--- src/rtl/jt51_pm_sched.sv ---
// Sweeps one shared jt51_pm pitch-modulation datapath across all channels once per
// sample and keeps the resulting KCEX values in a table for the phase generator.
module jt51_pm_sched #(
    parameter int unsigned NCH = 8
) (
    input  logic        clk,
    input  logic        rst_n,
    input  logic        cen,
    input  logic        start,
    input  logic [7:0]  lfo_pm,
    input  logic        cfg_we,
    input  logic [2:0]  cfg_ch,
    input  logic [6:0]  cfg_kc,
    input  logic [5:0]  cfg_kf,
    input  logic [2:0]  cfg_pms,
    output logic [6:0]  pm_kc,
    output logic [5:0]  pm_kf,
    output logic [8:0]  pm_mod,
    output logic        pm_add,
    input  logic [12:0] pm_kcex,
    input  logic [2:0]  rd_ch,
    output logic [12:0] rd_kcex,
    output logic        busy,
    output logic        done
);

    localparam int unsigned TBL_DEPTH = 8;
    localparam int unsigned MAG_W     = 7;
    localparam int unsigned MOD_W     = 9;
    localparam int unsigned KCEX_W    = 13;

    typedef enum logic [1:0] {
        IDLE  = 2'd0,
        RUN   = 2'd1,
        FLUSH = 2'd2
    } state_t;

    state_t             state;
    logic [2:0]         iss;
    logic [2:0]         cap;
    logic               wr_en;
    logic               pending;
    logic [7:0]         lfo_r;

    logic [6:0]         cfg_kc_r  [0:TBL_DEPTH-1];
    logic [5:0]         cfg_kf_r  [0:TBL_DEPTH-1];
    logic [2:0]         cfg_pms_r [0:TBL_DEPTH-1];
    logic [KCEX_W-1:0]  tbl       [0:TBL_DEPTH-1];

    logic [MAG_W-1:0]   mag_c;
    logic [MOD_W-1:0]   mod_c;
    logic               add_c;
    logic [2:0]         iss_pms_c;
    logic               cfg_ok_c;

    assign iss_pms_c = cfg_pms_r[iss];
    assign cfg_ok_c  = cfg_we && (32'(cfg_ch) < NCH);

    // |lfo_r| clamped to 127, then scaled by the PMS of the channel being issued
    always_comb begin
        mag_c = lfo_r[6:0];
        if (lfo_r[7]) begin
            mag_c = (lfo_r[6:0] == 7'd0) ? 7'h7f : 7'(~lfo_r[6:0] + 7'd1);
        end
        mod_c = '0;
        case (iss_pms_c)
            3'd0:    mod_c = '0;
            3'd1:    mod_c = MOD_W'(mag_c >> 5);
            3'd2:    mod_c = MOD_W'(mag_c >> 4);
            3'd3:    mod_c = MOD_W'(mag_c >> 3);
            3'd4:    mod_c = MOD_W'(mag_c >> 2);
            3'd5:    mod_c = MOD_W'(mag_c >> 1);
            3'd6:    mod_c = MOD_W'(mag_c);
            default: mod_c = {1'b0, mag_c, 1'b0};
        endcase
        add_c = (mod_c == '0) || !lfo_r[7];
    end

    assign rd_kcex = (32'(rd_ch) < NCH) ? tbl[rd_ch] : '0;

    always_ff @(posedge clk or negedge rst_n) begin
        if (!rst_n) begin
            state   <= IDLE;
            iss     <= '0;
            cap     <= '0;
            wr_en   <= 1'b0;
            pending <= 1'b0;
            lfo_r   <= '0;
            pm_kc   <= '0;
            pm_kf   <= '0;
            pm_mod  <= '0;
            pm_add  <= 1'b0;
            busy    <= 1'b0;
            done    <= 1'b0;
            for (int i = 0; i < TBL_DEPTH; i++) begin
                cfg_kc_r[i]  <= '0;
                cfg_kf_r[i]  <= '0;
                cfg_pms_r[i] <= '0;
                tbl[i]       <= '0;
            end
        end else if (cen) begin
            done  <= 1'b0;
            wr_en <= 1'b0;
            if (cfg_ok_c) begin
                cfg_kc_r[cfg_ch]  <= cfg_kc;
                cfg_kf_r[cfg_ch]  <= cfg_kf;
                cfg_pms_r[cfg_ch] <= cfg_pms;
            end
            // result of the previous issue is on pm_kcex now
            if (wr_en) begin
                tbl[cap] <= pm_kcex;
            end
            case (state)
                IDLE: begin
                    if (start) begin
                        lfo_r <= lfo_pm;
                        iss   <= '0;
                        busy  <= 1'b1;
                        state <= RUN;
                    end
                end
                RUN: begin
                    pm_kc  <= cfg_kc_r[iss];
                    pm_kf  <= cfg_kf_r[iss];
                    pm_mod <= mod_c;
                    pm_add <= add_c;
                    cap    <= iss;
                    wr_en  <= 1'b1;
                    if (start) begin
                        pending <= 1'b1;
                    end
                    if (32'(iss) == NCH - 1) begin
                        state <= FLUSH;
                    end else begin
                        iss <= iss + 3'd1;
                    end
                end
                FLUSH: begin
                    done <= 1'b1;
                    // a start arriving now is treated as a queued request
                    if (pending || start) begin
                        lfo_r   <= lfo_pm;
                        iss     <= '0;
                        pending <= 1'b0;
                        state   <= RUN;
                    end else begin
                        busy  <= 1'b0;
                        state <= IDLE;
                    end
                end
                default: begin
                    state <= IDLE;
                end
            endcase
        end
    end

endmodule

--- config.mk ---
export PLATFORM = sky130hd
export DESIGN_NAME = jt51_pm_sched
export DESIGN_NICKNAME = d
export VERILOG_FILES = /design/src/rtl/jt51_pm_sched.sv
export SDC_FILE = /design/constraint.sdc
export NUM_CORES = 1
export LEC_CHECK = 0
export BUFFER_PORTS_ARGS = -buffer_cell sky130_fd_sc_hd__buf_2
export CORE_MARGIN = 3
export CORE_UTILIZATION = 35
export DETAILED_ROUTE_END_ITERATION = 8
export GPL_TIMING_DRIVEN = 0
export MAX_ROUTING_LAYER = met4
export SYNTH_ARGS = -nofsm -noshare
export SYNTH_HDL_FRONTEND = slang
export SYNTH_SLANG_ARGS = --single-unit
--- constraint.sdc ---
create_clock -name clk -period 7 [get_ports clk]
set_clock_uncertainty 0.15 [all_clocks]
set_input_delay 0.7 -clock clk [delete_from_list [all_inputs] [get_ports clk]]
set_output_delay 0.7 -clock clk [all_outputs]
set_load 0.05 [all_outputs]
==> reports/metrics.csv <==
stage,metric,value,unit
routing,drt initial violations,343,
global_routing,pin count of the biggest net entering global routing,112,
routing,Routed WL,27.0,mm
placed_design,# port buffers,82,
synth,total number of yosys warnings,0,
status,status,completed,
clock_network,"Clk Latency, worst-skew pair",0.56,ns
worst_setup_path,CP top delay family,buffers and inverters,
routing,drt pass-1 iters,5,
sta,relative slew slack,31.6,%
placed_design,HPWL Detailed,18.3,mm
global_routing,vias in the first global route,7785,
finish,layout net count,1001,
routing,vias post-DR,7327,
worst_setup_path,CP arrival,3.05,ns
global_routing,first-pass GRT wire length,43.8,mm
sta,"Worst Setup Slack, final",3.10,ns
worst_setup_path,Max stage delay on crit path,0.72,ns
floorplanning,die height,195,um
worst_hold_path,worst min path class,in2async,
clock_network,TritonCTS buffer count,31,
floorplanning,Core Area,0.0348,sq mm
synth,"EDFF count, synth",0,
synth,register area share after synthesis,55.1,%
sta,Max Freq,0.256,GHz
synth,dominant synthesized flop cell,dfrtp_1,
worst_setup_path,Buffers & Inverters on Critical Path,3,
worst_setup_path,highest net fanout along the worst path,10,
run,max cap viols,0,
floorplanning,initial core utilization,35.8,%
worst_setup_path,CP max stage cell,buf_1,
sta,Slew @ Worst Pin,1.03,ns
clock_network,clock buffer depth,3,
sta,Slew Limit Fails,0,
worst_setup_path,crit path cell chain,clkbuf_1 > buf_1 > mux4_2 > mux2_2 > buf_2,
clock_network,Clock Root Buffer,clkbuf_16,
global_routing,total global-route track usage,14.7,%
finish,Layout Area Growth over Synthesis,17.1,%
finish,Filler cells,3241,
synth,area of the mapped netlist,0.0124,sq mm
worst_setup_path,CP Capture Type,output pin,
clock_network,H-tree depth,1,
floorplanning,Std-Cell Rows,68,
placed_design,GP Congestion,0.792,
sta,final setup vio count,0,
clock_network,CTS tree,yes,
sta,Tmin final,3.90,ns
sta,hold slack,0.00479,ns
clock_network,Hold Buf Count CTS,0,
synth,Synth Area per Inst,14.9,sq um
power_and_ir_drop,Tot Pwr,6440,uW
power_and_ir_drop,VDD IR max,0.261,mV
sta,Final Cycle Share,55.7,%
worst_setup_path,WP data required,6.15,ns
synth,Async SR Flop Fraction,100,%
global_routing,initial antenna violation count,3,
floorplanning,io pins,86,
placed_design,Placement Setup Slack,3.00,ns
global_routing,Congestion Overflow GR,0,
sta,Final Hold Violating Endpoints,0,
synth,distinct cell type count after synthesis,49,
finish,"commonest non-fill, non-tap cells in the layout","dfrtp_1 (274), mux2_2 (257), buf_2 (83), mux4_2 (56), clkbuf_1 (44)",
synth,Mapped Cells,833,
floorplanning,Die Wd,195,um
synth,Seq cells post-synth,274,
worst_setup_path,Critical Path Source Type,input pin,
sta,RSZ-0062 raised after global routing,no,
worst_setup_path,kind of critical path,in2out,
clock_network,postcts setup bufs,0,
routing,drt wl/cell,18.9,um
finish,"commonest non-fill, non-tap cell in the layout",dfrtp_1,
clock_network,CTS Sinks,274,
synth,syn nets,884,
floorplanning,Die Area,0.0378,sq mm
routing,Residual DRC,0,
power_and_ir_drop,P_leak,0.00631,uW
clock_network,Resize count post-CTS,0,
routing,routed vias/inst,5.12,
clock_network,"Reg clk slew, reported paths",0.06,ns
routing,Routed Antenna Nets,0,
power_and_ir_drop,power density over the cells,442,mW/mm^2
finish,fraction of layout cells with a size suffix above 1,47.0,%
## through the flow
| stage | TNS [ns] | cells | utilization (%) | area (sq um) |
|---|---|---|---|---|
| final | 0 | 1432 | 41.9 | 14600 |
| after global routing | 0 | 1432 | 41.9 | 14600 |
| after CTS | 0 | 1429 | 41.8 | 14600 |
| after detailed placement | 0 | 1372 | 38.8 | 13500 |
| after global placement | -32.73 | 1370 | 38.6 | 13400 |
| after floorplan | 0 | 833 | - | 12400 |
## logic make-up after synthesis
family	after synthesis	share of synthesized area, %
compound gates	65	3.45
simple gates	95	3.56
mux	335	35.6
fa+ha+maj	3	0.302
xor+xnor	1	0.0704
buf+inv	59	1.91
flops	274	55.1
other cells	1	0.0301
## area by class of cell
| type | count | area, sq um | share of cell area (%) |
|---|---|---|---|
| tap | 455 | 569 | 3.91 |
| multi-input combinational | 500 | 5350 | 36.7 |
| clock inverter | 13 | 200 | 1.37 |
| inverter | 10 | 40.0 | 0.275 |
| clock buffer | 44 | 875 | 6.00 |
| antenna | 3 | 7.51 | 0.0515 |
| buffer | 49 | 198 | 1.36 |
| timing repair buffer | 84 | 475 | 3.26 |
| sequential | 274 | 6860 | 47.1 |
## state kept, by name (all words and copies together) (netlist names)
| name | cells |
|---|---|
| done | 1 |
| cap | 3 |
| pm_kf | 6 |
| lfo_r | 8 |
| pm_kc | 7 |
| tbl | 104 |
| cfg_pms_r | 24 |
| cfg_kf_r | 48 |
| wr_en | 1 |
| state | 2 |
| busy | 1 |
| pm_mod | 8 |
| pm_add | 1 |
| pending | 1 |
| cfg_kc_r | 56 |
| iss | 3 |
## synthesized netlist by cell type, types with 3 or more instances
cell type  count  area share (%)
o311ai_0       4            0.28
o22a_1         3            0.21
nand3_1        4            0.16
a21o_1         3            0.18
nor3_1         3            0.12
clkbuf_1      36             1.1
mux4_2        56              10
dfrtp_1      274              55
mux2i_1       18             1.4
nor2_1        28            0.84
or3_1          6            0.30
mux2_2       257              23
nand2b_1       6            0.30
o21ai_0       31             1.2
buf_1          9            0.27
nand3b_1       3            0.18
ha_1           3            0.30
inv_1          9            0.27
a31oi_1        5            0.25
nand2_1       35             1.1
o211ai_1       3            0.18
## path summary, 6_finish.rpt
path | slack, ns | end | startpoint | depth (start not counted)
worst max-delay path | 3.10 | rd_kcex[10] | rd_ch[0] | 5
worst min-delay path | 0.005 | tbl[29] | rst_n | 1
worst max register to register | 3.98 | pm_kc[5] | iss[1] | 6
worst min register to register | 0.33 | pm_mod[5] | pm_mod[5] | 2
max in group asynchronous | 5.32 | cfg_kc_r[49] | rst_n | 3
min in group clk | 0.22 | lfo_r[0] | lfo_pm[0] | 3
## layer usage
metal  vias up  track usage [%]  routed length (um)
met5         -                -                   0
met3        38             2.46                 994
met2       123             23.7               12900
met1      3839             19.9               12700
met4         0             2.45                 439
li1       3327                -                   -
## power by group
| part | switching, uW | total (uW) | internal, uW |
|---|---|---|---|
| clock | 640 | 1690 | 1050 |
| combinational | 1210 | 2310 | 1100 |
| sequential | 292 | 2430 | 2140 |
Note: power is estimated with default switching activity, not from simulation.
